`src/rtl/deserializer_if.sv`:
```
// Serial-in / parallel-out bundle for the receive-side deserializer.
// The slave modport is the deserializer; the master feeds bits and takes words.
interface deserializer_if #(
    parameter int DATA_BUS_WIDTH = 16,
    parameter int DATA_MOD_WIDTH = 4
);
    logic                      ser_data_i;
    logic                      ser_data_val_i;
    logic [DATA_BUS_WIDTH-1:0] deser_data_o;
    logic [DATA_MOD_WIDTH-1:0] deser_data_mod_o;
    logic                      deser_data_val_o;
    logic                      busy_o;
    logic                      drop_o;

    modport slave (
        input  ser_data_i,
        input  ser_data_val_i,
        output deser_data_o,
        output deser_data_mod_o,
        output deser_data_val_o,
        output busy_o,
        output drop_o
    );

    modport master (
        output ser_data_i,
        output ser_data_val_i,
        input  deser_data_o,
        input  deser_data_mod_o,
        input  deser_data_val_o,
        input  busy_o,
        input  drop_o
    );
endinterface

```
`src/rtl/deserializer.sv`:
```
// Reassembles MSB-first serial bursts into left-aligned parallel words.
// Full words end on their last bit; shorter bursts end on the first idle cycle.
module deserializer #(
    parameter int DATA_BUS_WIDTH = 16,
    parameter int DATA_MOD_WIDTH = 4
) (
    input  logic clk_i,
    input  logic arstn_i,
    deserializer_if.slave bus
);
    localparam int W = DATA_BUS_WIDTH;
    localparam int M = DATA_MOD_WIDTH;
    localparam logic [M-1:0] LAST_IDX = M'(W - 1);
    localparam logic [M:0]   LAST_CNT = (M + 1)'(W - 1);
    localparam logic [M:0]   MIN_CNT  = (M + 1)'(3);

    typedef enum logic [1:0] {
        IDLE    = 2'd0,
        COLLECT = 2'd1
    } state_t;

    state_t         state_q, state_d;
    logic [M:0]     bit_cnt_q, bit_cnt_d;
    logic [W-1:0]   shreg_q, shreg_d;
    logic [W-1:0]   data_q, data_d;
    logic [M-1:0]   mod_q, mod_d;
    logic           val_q, val_d;
    logic           drop_q, drop_d;
    logic           rst_sync_q;
    logic [M-1:0]   wr_idx;

    // Assertion is immediate; release takes effect one edge later.
    always_ff @(posedge clk_i or negedge arstn_i) begin
        if (!arstn_i) rst_sync_q <= 1'b0;
        else          rst_sync_q <= 1'b1;
    end

    assign wr_idx = LAST_IDX - bit_cnt_q[M-1:0];

    always_comb begin
        state_d   = state_q;
        bit_cnt_d = bit_cnt_q;
        shreg_d   = shreg_q;
        data_d    = data_q;
        mod_d     = mod_q;
        val_d     = 1'b0;
        drop_d    = 1'b0;
        unique case (state_q)
            IDLE: begin
                if (bus.ser_data_val_i) begin
                    shreg_d        = '0;
                    shreg_d[W-1]   = bus.ser_data_i;
                    bit_cnt_d      = (M + 1)'(1);
                    state_d        = COLLECT;
                end
            end
            COLLECT: begin
                if (bus.ser_data_val_i) begin
                    shreg_d[wr_idx] = bus.ser_data_i;
                    if (bit_cnt_q == LAST_CNT) begin
                        data_d    = shreg_d;
                        mod_d     = '0;
                        val_d     = 1'b1;
                        shreg_d   = '0;
                        bit_cnt_d = '0;
                        state_d   = IDLE;
                    end else begin
                        bit_cnt_d = bit_cnt_q + 1'b1;
                    end
                end else begin
                    if (bit_cnt_q >= MIN_CNT) begin
                        data_d = shreg_q;
                        mod_d  = bit_cnt_q[M-1:0];
                        val_d  = 1'b1;
                    end else begin
                        drop_d = 1'b1;
                    end
                    shreg_d   = '0;
                    bit_cnt_d = '0;
                    state_d   = IDLE;
                end
            end
            default: begin
                shreg_d   = '0;
                bit_cnt_d = '0;
                state_d   = IDLE;
            end
        endcase
    end

    always_ff @(posedge clk_i or negedge rst_sync_q) begin
        if (!rst_sync_q) begin
            state_q   <= IDLE;
            bit_cnt_q <= '0;
            shreg_q   <= '0;
            data_q    <= '0;
            mod_q     <= '0;
            val_q     <= 1'b0;
            drop_q    <= 1'b0;
        end else begin
            state_q   <= state_d;
            bit_cnt_q <= bit_cnt_d;
            shreg_q   <= shreg_d;
            data_q    <= data_d;
            mod_q     <= mod_d;
            val_q     <= val_d;
            drop_q    <= drop_d;
        end
    end

    assign bus.deser_data_o     = data_q;
    assign bus.deser_data_mod_o = mod_q;
    assign bus.deser_data_val_o = val_q;
    assign bus.drop_o           = drop_q;
    assign bus.busy_o           = (state_q == COLLECT);
endmodule

```
`src/flat_wrapper.sv`:
```
// flat-port wrapper written by rule: the top's interface ports become plain ports
module deserializer_flat 
#(
    parameter int DATA_BUS_WIDTH = 16,
    parameter int DATA_MOD_WIDTH = 4
)
  (clk_i, arstn_i, bus_ser_data_i, bus_ser_data_val_i, bus_deser_data_o, bus_deser_data_mod_o, bus_deser_data_val_o, bus_busy_o, bus_drop_o);
  deserializer_if #(.DATA_BUS_WIDTH(DATA_BUS_WIDTH), .DATA_MOD_WIDTH(DATA_MOD_WIDTH)) bus_i ();
  input  logic clk_i;
  input  logic arstn_i;
  input wire logic [$bits(bus_i.ser_data_i)-1:0] bus_ser_data_i;
  input wire logic [$bits(bus_i.ser_data_val_i)-1:0] bus_ser_data_val_i;
  output wire logic [$bits(bus_i.deser_data_o)-1:0] bus_deser_data_o;
  output wire logic [$bits(bus_i.deser_data_mod_o)-1:0] bus_deser_data_mod_o;
  output wire logic [$bits(bus_i.deser_data_val_o)-1:0] bus_deser_data_val_o;
  output wire logic [$bits(bus_i.busy_o)-1:0] bus_busy_o;
  output wire logic [$bits(bus_i.drop_o)-1:0] bus_drop_o;
  assign bus_i.ser_data_i = bus_ser_data_i;
  assign bus_i.ser_data_val_i = bus_ser_data_val_i;
  assign bus_deser_data_o = bus_i.deser_data_o;
  assign bus_deser_data_mod_o = bus_i.deser_data_mod_o;
  assign bus_deser_data_val_o = bus_i.deser_data_val_o;
  assign bus_busy_o = bus_i.busy_o;
  assign bus_drop_o = bus_i.drop_o;
  deserializer #(.DATA_BUS_WIDTH(DATA_BUS_WIDTH), .DATA_MOD_WIDTH(DATA_MOD_WIDTH)) u_core (.clk_i(clk_i), .arstn_i(arstn_i), .bus(bus_i));
endmodule
```
`config.mk`:
```
export PLATFORM = sky130hd
export DESIGN_NAME = deserializer_flat
export DESIGN_NICKNAME = d
export VERILOG_FILES = /design/src/rtl/deserializer_if.sv /design/src/rtl/deserializer.sv /design/src/flat_wrapper.sv
export SDC_FILE = /design/constraint.sdc
export NUM_CORES = 1
export LEC_CHECK = 0
export CAP_MARGIN = 20
export CORE_UTILIZATION = 51
export DETAILED_ROUTE_END_ITERATION = 7
export GPL_TIMING_DRIVEN = 1
export PLACE_DENSITY = 0.76
export SYNTH_ARGS = -nofsm -noshare
export SYNTH_HDL_FRONTEND = slang
export SYNTH_SLANG_ARGS = --single-unit
```
`constraint.sdc`:
```
create_clock -name clk_i -period 1.4 [get_ports clk_i]
set_input_delay 0.28 -clock clk_i [delete_from_list [all_inputs] [get_ports clk_i]]
set_output_delay 0.28 -clock clk_i [all_outputs]
set_load 0.03 [all_outputs]
```
## Word-level counts from Yosys, hierarchy flattened

Index checks and enable logic that the tools add are counted.

- Bits in registers: 46
- Input port bits: 4
- Logic and storage cells: 51

- $add $sub $neg: 2
- Magnitude comparators: 3
- Eq/ne operators: 5
- Mux-type cells: 28
- Reductions and logical operators: 5

Operators by type and width:

| operator | number |
|---|---|
| 2-to-1 mux 16 bit | 6 |
| one-hot mux 16 bit (2 select lines) | 1 |
| bitwise mux 16 bit | 1 |
| 2-to-1 mux 5 bit | 3 |
| 2-to-1 mux 4 bit | 3 |
| one-hot mux 5 bit (2 select lines) | 1 |
| 2-to-1 mux 1 bit | 8 |
| 2-to-1 mux 2 bit | 3 |
| adder 5 x 1 -> 5 bit, second input constant | 1 |
| == test 5 x 4 -> 1 bit, second input constant | 1 |
| greater-or-equal comparator 5 x 2 -> 1 bit, second input constant | 1 |
| less-than comparator 4 x 5 -> 1 bit, second input constant | 1 |
| demux 1 bit (select 4 bit) | 1 |
| greater-or-equal comparator 4 x 1 -> 1 bit, second input constant | 1 |
| one-hot mux 2 bit (2 select lines) | 1 |
| subtractor 4 bit, first input constant | 1 |
| inequality test 3 x 2 -> 1 bit, second input constant | 1 |
| AND reduction 3 bit | 1 |
| == test 2 x 1 -> 1 bit, second input constant | 1 |
| logical NOT 2 bit | 1 |
| inequality test 2 x 1 -> 1 bit, second input constant | 1 |
| inequality test 2 bit, second input constant | 1 |
| AND reduction 2 bit | 1 |
| nonzero test 2 bit | 1 |
| logical AND 1 bit | 1 |

## Logic depth before layout (Yosys ltp)

Gate-level depths: netlist of run 1.

- Depth in word-level cells: 9
- Mapped depth: 6
- Mapped depth without buffers: 5

## Worst setup path after synthesis of run 1

No wires, ideal clock.

- Path type: register to register
- Start: register u_core.bit_cnt_q[0]
- End: register u_core.data_q[10] (netlist: u_core.bus.deser_data_o[10])
- Setup time: 0.127 ns
- Data arrival time: 1.889 ns
- Data required time: 1.273 ns
- Setup slack: -0.616 ns
- Stages on the path, launching flop included: 7
- Buffers on the path: 1
- Clock period less this slack: 2.016 ns
- Path through: dfrtp_1 > ha_1 > nand4b_4 > a221o_2 > inv_4 > buf_8 > mux2_1

- Longest elaborated chain between the ends: 8
- Elaborated cells on any way between the ends: 14
- Classes of those cells: 1 x add/sub; 3 x order compare; 2 x eq/ne; 5 x mux; 3 x reduce/logical

RTL lines:

| element | RTL line | text |
|---|---|---|
| start: declaration | deserializer.sv:23 | `logic [M:0] bit_cnt_q, bit_cnt_d;` |
| start signal: assignment | deserializer.sv:102 | `bit_cnt_q <= bit_cnt_d;` |
| subtractor 4 bit | deserializer.sv:38 | `assign wr_idx = LAST_IDX - bit_cnt_q[M-1:0];` |
| less-than comparator 4 x 5 -> 1 bit (implied by the code) or greater-or-equal comparator 4 x 1 -> 1 bit (tied branches) | deserializer.sv:59 | `shreg_d[wr_idx] = bus.ser_data_i;` |
| logical AND 1 bit (implied by the code) | deserializer.sv:59 |  |
| 2-to-1 mux 1 bit (implied by the code) | deserializer.sv:59 |  |
| demux 1 bit (select 4 bit) | n/a |  |
| bitwise mux 16 bit | deserializer.sv:59 |  |
| 2-to-1 mux 16 bit | deserializer.sv:60 | `if (bit_cnt_q == LAST_CNT) begin` |
| 2-to-1 mux 16 bit | deserializer.sv:58 | `if (bus.ser_data_val_i) begin` |
| end signal: assignment | deserializer.sv:104 | `data_q <= data_d;` |
| end: declaration | deserializer.sv:25 | `logic [W-1:0] data_q, data_d;` |

Several ways; a longest one is shown, not always the timed one. The select of a mux whose other input is x is not followed.
A chain may end at the register's enable or synchronous reset.

## Worst setup path after layout of run 1

- Start: register u_core.bit_cnt_q[1]
- End: register u_core.shreg_q[9]

- Longest elaborated chain between the ends: 9
- Elaborated cells on any way between the ends: 11
- Classes of those cells: 1 x add/sub; 2 x order compare; 1 x eq/ne; 6 x mux; 1 x reduce/logical

RTL lines:

| element | RTL line | text |
|---|---|---|
| subtractor 4 bit | deserializer.sv:38 |  |
| less-than comparator 4 x 5 -> 1 bit (implied by the code) or greater-or-equal comparator 4 x 1 -> 1 bit (tied branches) | deserializer.sv:59 |  |
| logical AND 1 bit (implied by the code) | deserializer.sv:59 |  |
| 2-to-1 mux 1 bit (implied by the code) | deserializer.sv:59 |  |
| demux 1 bit (select 4 bit) | n/a |  |
| bitwise mux 16 bit | deserializer.sv:59 |  |
| 2-to-1 mux 16 bit (*) | deserializer.sv:60 |  |
| 2-to-1 mux 16 bit (*) | deserializer.sv:58 |  |
| one-hot mux 16 bit (2 select lines) (*) | deserializer.sv:48 | `unique case (state_q)` |
| end signal: assignment | deserializer.sv:103 | `shreg_q <= shreg_d;` |
| end: declaration | deserializer.sv:24 | `logic [W-1:0] shreg_q, shreg_d;` |

Mark *: on every way between the ends. The rest lies on a longest branch, timed or not.

==> results of run 1 <==
cells in the final DEF, fill, tap and decap left out, types with 2 or more instances in the layout:
cell type        count
nand3_1              5
a21oi_2              2
nand2_1              3
mux2_1               8
o32ai_1              2
nor4bb_4             2
ha_4                 3
dlygate4sd2_1       23
clkdlybuf4s50_1      2
nor2_1               4
mux2i_1              3
buf_6                2
nand4_1              7
inv_1               17
inv_2                2
or3b_2               2
nand3b_1             8
nand4b_1             8
a22o_1               4
mux2_2              23
a31oi_2              3
o22ai_1             11
buf_12               4
a32o_1               2
buf_4               41
clkbuf_8             5
a31oi_1             10
o22ai_2              3
nand2b_1             2
dfrtp_2              6
clkbuf_1             2
a31oi_4              2
dfrtp_1             39
layout make-up:
| type | count | area (µm²) | area share |
|---|---|---|---|
| multi-input cells | 138 | 1340 | 0.394 |
| flip-flops and latches | 45 | 1130 | 0.334 |
| repair buffers | 75 | 689 | 0.203 |
| inverters | 20 | 87.6 | 0.0258 |
| clock buffers | 7 | 76.3 | 0.0225 |
| well taps | 52 | 65.1 | 0.0192 |
| clock inverters | 1 | 5.00 | 0.00148 |
where the power goes:
part	switching, W	internal [W]
Clock	0.000440	0.000351
Sequential	0.0000627	0.00137
Combinational	0.000412	0.000344
per-stage QoR:
step | cells | power, W | hold WS, ns | setup WS, ns | utilization
after floorplan | 225 | 0.00187 | -0.0156 | -0.444 | -
after global placement | 322 | 0.00213 | 0.244 | -0.597 | 0.681
after detailed placement | 322 | 0.00216 | 0.257 | -0.630 | 0.681
after CTS | 336 | 0.00291 | 0.114 | -0.378 | 0.724
after global routing | 338 | 0.00309 | 0.106 | -0.472 | 0.758
final | 338 | 0.00298 | 0.109 | -0.418 | 0.758
per-layer routing:
| layer | part of all wire | wire length (µm) | up-vias | global-route usage |
|---|---|---|---|---|
| met2 | 0.47 | 2990 | 112 | 0.429 |
| met4 | 0.032 | 200 | 0 | 0.100 |
| li1 | - | - | 948 | - |
| met1 | 0.42 | 2670 | 1051 | 0.349 |
| met5 | 0 | 0 | - | 0 |
| met3 | 0.071 | 447 | 29 | 0.0520 |
kinds of logic after synthesis:
group	after synthesis
mux	35
simple gates	52
buf+inv	42
other cells	1
flops	45
fa+ha+maj	5
compound gates	45
sequential cells by signal, summed over array words and instances (netlist names):
signal / flops
u_core.bus.deser_data_val_o: 1
u_core.bus.deser_data_mod_o: 4
u_core.state_q: 1
u_core.shreg_q: 16
u_core.bit_cnt_q: 5
u_core.bus.drop_o: 1
u_core.bus.deser_data_o: 16
u_core.rst_sync_q: 1
final timing paths:
path	startpoint	endpoint	slack (ns)	cells past startpoint
worst min-delay path	arstn_i	u_core.rst_sync_q	0.11	1
worst max register to register	u_core.bit_cnt_q[1]	u_core.shreg_q[9]	-0.42	9
worst max-delay path	u_core.bit_cnt_q[1]	u_core.shreg_q[9]	-0.42	9
max in group asynchronous	u_core.rst_sync_q	u_core.bit_cnt_q[0]	0.93	1
worst min register to register	u_core.rst_sync_q	u_core.bus.deser_data_o[2]	0.25	1
min in group clk_i	u_core.bus.deser_data_o[7]	u_core.bus.deser_data_o[7]	0.48	1
timing repair:
item	CTS	global route
cloned	1	0
endpoints found under the setup margin	63	44
pin swaps	0	6
buffers inserted	5	2
resized for setup	42	23
==> impl.org, run 1 <==
** STA
- Worst clock skew on the final layout :: 0.00979 ns
- Final setup violation count :: 41
- Worst-case headroom to the max-slew limit :: 0.649
- Setup TNS :: -14.13 ns
- The smallest clock period supported by the final layout is computed as 1.82 ns.
- Final Max Slew Viols :: 0
- Achievable clock frequency :: 550 MHz
- Slew at the pin with the worst max-slew slack :: 0.523 ns
- In the post-route analysis, the smallest setup slack over all paths is -0.418 ns.
- Fin. Hold Viols :: 0
- Setup repair after global routing could not meet its margin everywhere.
- Share of the clock period used by the worst path :: 1.30

** Place
- Once detailed placement completed, the half-perimeter wirelength came to 3730 µm.
- Routability-driven placement finished with a final weighted congestion of 0.856.
- The count of buffers added on input and output ports is 26.
- In this run the cell area measured after placement is 3050 µm².

** Pwr
- IR drop worst, VDD :: 0.557 mV
- Leakage :: 1.58 nW
- Dividing total power by cell area gives a power density of 877 nW/µm².

** Synthesis
- Yosys mapped a number of flops with a built-in enable equal to 0.
- Post-synthesis mux area share :: 0.161
- Averaged over all synthesized cells, the footprint is 10.9 µm².
- Of the total synthesized cell area, the portion taken by AND, OR, NAND and NOR gates is 0.152.
- Cell count after synthesis :: 225
- Most used standard cell by instance count after synthesis :: dfrtp_1
- Flops & latches, synth :: 45
- Top cells by area, synth :: dfrtp_1, mux2_2, a31oi_1, mux2_1, o22ai_1
- Sequential cell area fraction in the yosys report :: 0.459
- Of the total synthesized cell area, the portion taken by full adders, half adders and majority gates is 0.0255.
- The synthesized design spends more area on one cell type than any other, namely dfrtp_1.
- The synthesized-area fraction occupied by ao, oa, aoi and oai cells was 0.127.
- Area of the mapped netlist :: 2450 µm²
- Number of nets in the synthesized netlist :: 234
- XOR/XNOR share of the synthesized area :: 0
- The netlist uses 38 different library cells.
- Combinational family with the most area after synthesis :: multiplexers
- Synthesis warning total :: 0
- In the synthesized netlist, the cells that appear most often are dfrtp_1, mux2_2, inv_1, a31oi_1.
- Prevailing post-synth register cell :: dfrtp_1
- Share of synthesized flip-flops with an asynchronous set or reset :: 1.00
- Share of Yosys cell area claimed by the top area cell type :: 0.459

** Route
- Routed Wire Length :: 6310 µm
- Post-route DRC :: 3
- Routed Antenna Nets :: 0
- Dividing the detail-routed wire length by the instance count gives 18.7 µm.
- Across all layers, the routed design uses 2140 vias.
- Iter 0 DRT Violations :: 219
- Iteration count of the initial detailed-routing pass :: 7
- Via density per instance :: 6.33

** Global routing
- The number of antenna violations at the first check in global routing is 0.
- Maximum number of pins on one net before global-route repair :: 45
- The first global-routing pass estimated 10400 µm of wire.
- Vias in the first global route :: 2121
- For this run, the total global-route usage over all layers was measured as 0.263.
- Global routing finished with a remaining overflow of 0.

** Setup path
- On the critical path the largest part of the delay comes from buffers and inverters.
- Largest incremental delay on the critical path :: 0.47 ns
- Crit path required time :: 1.63 ns
- Maximum fanout along the worst path :: 6
- The slowest stage of the critical path is the dfrtp_2 cell.
- The number of buffers and inverters on the critical path is 5.
- Arr. time, crit path :: 2.04 ns
- The worst setup path is captured at a flop.
- Crit Path Category :: reg -> reg
- Startpoint Class :: flop
- In this design, the critical path's most frequently occurring cell is buf_4.
- Traced cell by cell, the critical path runs through ha_4, nand4b_4, buf_4, buf_6, buf_12, buf_8, nand4_1, buf_4, o22ai_1.

** CTS
- TritonCTS built the clock tree.
- Number of levels the H-tree was split into :: 2
- CTS clock-pin slew for the worst setup and hold paths :: 0.09 ns
- After clock tree synthesis, the flow added hold-fix buffers numbering 0.
- Sink count of the clock tree :: 45
- The clock passes through at most 2 buffers.
- Clock root buffer :: clkbuf_8
- Source-to-sink clock delay at the later pin of the worst-skew pair :: 0.30 ns
- Buffers inserted during clock tree synthesis total 5.

** Floorplan
- Die span in y :: 71.3 µm
- The floorplan has 24 rows.
- For this configuration, the core starts out at a cell density of 0.548.
- Top-Level Pins :: 27
- The floorplan step set the die width to 71.3 µm.
- The floorplan step defined a die boundary enclosing 5090 µm².
- Core footprint :: 4470 µm²

** Layout
- In the final layout, the share of cells above drive strength 1 is 0.409.
- Fill cell instance count of the final layout :: 272
- From synthesis to final layout, the design area changed by 38.4%.
- Once layout is done, the placed cells without fillers occupy 3390 µm².
- The number of antenna diodes in the final layout is 0.
- Final net count :: 294

** Run status
- The checks that failed: design-rule violations, negative setup slack.
- Status :: complete, but fails checks

** Run
- Count of max-cap constraint violations :: 0

** Hold path
- In this run the worst hold path is classified as in -> async.
Power figures use the tool's default switching activity.
==> run 2, diff against run 1 <==
- CELL_PAD_IN_SITES_DETAIL_PLACEMENT: default -> 1
- CELL_PAD_IN_SITES_GLOBAL_PLACEMENT: default -> 1
- CORE_UTILIZATION: 51 -> 40
- PLACE_DENSITY: 0.76 -> default
- PLACE_DENSITY_LB_ADDON: default -> 0.1
- SKIP_LAST_GASP: default -> 1
- SLEW_MARGIN: default -> 40
==> run 2 against run 1 <==
Net effect:
- critical endpoint is now u_core.bus.deser_data_o[15]
- clock skew fell by 0.0023 ns
- register-to-register slack worse by 0.03 ns
- largest cell class unchanged
- the flow finishes with violations (negative setup slack)
- sequential power about the same
- total power is 11% higher
- sequential share of layout area fell by 1.8 points
- highest routed layer unchanged
- clock-buffer cell count unchanged
- cell count is 8.0% higher
==> impl.org, run 2 (same netlist as run 1, synthesis figures left out) <==
** Run status
- The run finished, with violations left.
- Violated checks :: negative setup slack

** Route
- The detail-routed via count per cell was 5.95 (-6.0%).
- The mean routed wirelength per cell was 22.3 µm (+19%).
- Routed Antenna Nets :: 0 (unchanged)
- The via count is 2172 (+1.5%).
- The number of remaining DRC errors was 0 (-3).
- The final wirelength is 8130 µm (+29%).
- The number of DRC markers in iteration 0 is 108 (-51%).
- Iteration count of the initial detailed-routing pass :: 4 (-3)

** Setup path
- By startpoint and endpoint, the worst setup path is classified as reg -> reg.
- Category of cells accounting for the largest share of critical-path delay :: multiplexers
- Traced cell by cell, the critical path runs through inv_2, ha_2, nor4bb_4, mux2_2, mux2_1.
- Count of buffering cells on the critical path with inverters included :: 1 (-4)
- The worst setup path is launched from a flop.
- STA classifies the critical path endpoint as a flop.
- The maximum net fanout on the critical path is 4 (-2).
- The arrival time of the worst setup path was 2.04 ns (about the same).
- Largest incremental delay on the critical path :: 0.47 ns (about the same)
- Critical path's slowest cell :: dfrtp_2
- Crit path required time :: 1.60 ns (-0.03 ns)

** Pwr
- Power density normalized to cell area :: 919 nW/µm² (+4.7%)
- The static leakage came to 1.63 nW (+3.2%).
- IR drop worst, VDD :: 0.499 mV (-10%)

** Floorplan
- Die span in y :: 80.3 µm (+13%)
- The initial core utilization is 0.414 (-0.134).
- Core footprint :: 5920 µm² (+32%)
- The die footprint came to 6440 µm² (+27%).
- Die extent in x :: 80.3 µm (+13%)
- Top-Level Pins :: 27 (unchanged)
- Number of standard-cell rows in the floorplan :: 28 (+17%)

** Place
- Port Buffer Count :: 26 (unchanged)
- Post-detailed-placement half-perimeter wirelength :: 4550 µm (+22%)
- Final weighted congestion in routability-driven placement :: 0.789 (-7.8%)

** CTS
- The CTS buffer count is 5 (unchanged).
- The number of hold-repair buffers added at the cts stage is 0 (unchanged).
- The tree is rooted in a clkbuf_8.
- The source-to-sink clock delay at the later pin of the worst-skew pair was 0.31 ns (about the same).
- Clock Tree Buf Depth :: 2 (unchanged)
- Sink count of the clock tree :: 45 (unchanged)
- The register clock-pin slew on the reported worst setup and hold paths was 0.09 ns (about the same).
- Clock tree from TritonCTS :: built
- The number of levels in the clock H-tree is 2 (unchanged).

** Global routing
- Maximum number of pins on one net before global-route repair :: 45 (unchanged)
- The number of global-route vias before repair came to 2271 (+7.1%).
- GRT Residual Overflow :: 0 (unchanged)
- Global Route Usage Sum :: 0.257 (-0.00654)
- The number of antenna violations at the first check in global routing is 0 (unchanged).
- First-pass GRT wire length :: 12300 µm (+18%)

** Layout
- In the layout the commonest cells are dfrtp_1, buf_4, mux2_2.
- Antenna Diode Count :: 0 (unchanged)
- The final net count is 298 (+1.4%).
- Fraction of layout cells with a size suffix above 1 :: 0.469 (+0.0599)
- From synthesis to final layout, the design area changed by 46.8%.
- Leaving out fill and tap cells, the most frequent cell in the layout is dfrtp_1.
- Fill cell instance count of the final layout :: 622 (+130%)
- The fraction of the core area covered by cells at the end of the flow is 0.608 (-0.150).

** STA
- Worst-case headroom to the max-slew limit :: 0.641 (-0.00863)
- Worst clock skew on the final layout :: 0.00752 ns (-0.00227 ns)
- The actual slew at the worst max-slew pin is 0.536 ns (+0.0129 ns).
- The final-layout worst hold slack was 0.110 ns (+0.000218 ns).
- The minimum clock period was 1.85 ns (+0.0275 ns).
- The worst setup slack after layout came to -0.445 ns (-0.0275 ns).
- Final setup violation count :: 41 (unchanged)
- Fin. Hold Viols :: 0 (unchanged)
- The period utilization was 1.32 (+0.0197).
- Final Max Slew Viols :: 0 (unchanged)
- Unrepaired setup endpoints after global routing :: yes
- The maximum clock rate came to 542 MHz (-1.5%).

** Hold path
- Worst min-delay path category :: in -> async

** Run
- Count of max-cap constraint violations :: 0 (unchanged)
[run 2: cell types whose count changed in the layout (fill, tap and decap cells not counted), sizes merged]
cell | before | now
buf | 48 | 52
bufinv | 0 | 1
clkbuf | 7 | 8
clkdlybuf4s15 | 1 | 2
clkinv | 2 | 1
dlygate4sd2 | 23 | 20
dlymetal6s2s | 0 | 1
[run 2: power by group]
group	switching (W)	internal (W)	leakage (nW)
combinational	0.000445	0.000378	0.970
clock	0.000469	0.000583	0.0585
sequential	0.0000642	0.00137	0.604
[run 2: worst register-to-register path: cells and delay by family, from the launching register on]
family	cells	cell delay [ns]
muxes	2	0.66
DFF	1	0.47
and+or+nand+nor	1	0.27
adders and majority gates	1	0.23
buffers and inverters	1	0.12
[run 2: area by class of cell]
type	count	area, µm²	share of cell area
tap	75	93.8	0.0261
sequential	45	1140	0.316
inverter	20	87.6	0.0243
timing repair buffer	79	742	0.206
multi-input combinational	138	1420	0.395
clock buffer	7	86.3	0.0240
clock inverter	1	30.0	0.00834
[run 2: metal layers]
metal,global-route usage,part of all wire
met4,0.0786,0.021
met2,0.443,0.51
met5,0,0
met1,0.328,0.43
met3,0.0409,0.035
[run 2: repair_timing]
action	CTS	global route
pin swaps	8	4
buffers inserted	9	0
resized for setup	57	35
endpoints found under the setup margin	64	47
gates cloned	1	0
[run 2: metrics by stage]
stage / setup slack, ns / cell area (µm²) / TNS, ns / power (W) / instances
6_report: -0.445 / 3600 / -12.89 / 0.00331 / 365
5_1_grt: -0.489 / 3600 / -15.15 / 0.00343 / 365
4_1_cts: -0.388 / 3420 / -11.72 / 0.00324 / 365
3_5_place_dp: -0.661 / 3080 / -20.08 / 0.00216 / 347
3_3_place_gp: -0.619 / 3080 / -18.77 / 0.00213 / 347
2_1_floorplan: -0.444 / 2550 / -7.67 / 0.00187 / 225
[run 2: path summary, 6_finish.rpt]
path,end,depth (start not counted),slack (ns),startpoint
hold / removal,u_core.rst_sync_q,1,0.11,arstn_i
setup reg to reg,u_core.bus.deser_data_o[15],5,-0.45,u_core.bit_cnt_q[0]
setup / recovery,u_core.bus.deser_data_o[15],5,-0.45,u_core.bit_cnt_q[0]
min in group clk_i,u_core.bus.deser_data_o[7],1,0.48,u_core.bus.deser_data_o[7]
max in group asynchronous,u_core.bit_cnt_q[2],1,0.92,u_core.rst_sync_q
hold reg to reg,u_core.bus.deser_data_o[3],1,0.24,u_core.rst_sync_q
==> run 3, diff against run 2 <==
- CTS_CLUSTER_DIAMETER: default -> 60
==> results of run 3 <==
Same layout as run 2: the final DEF is identical, and so are final timing and power.
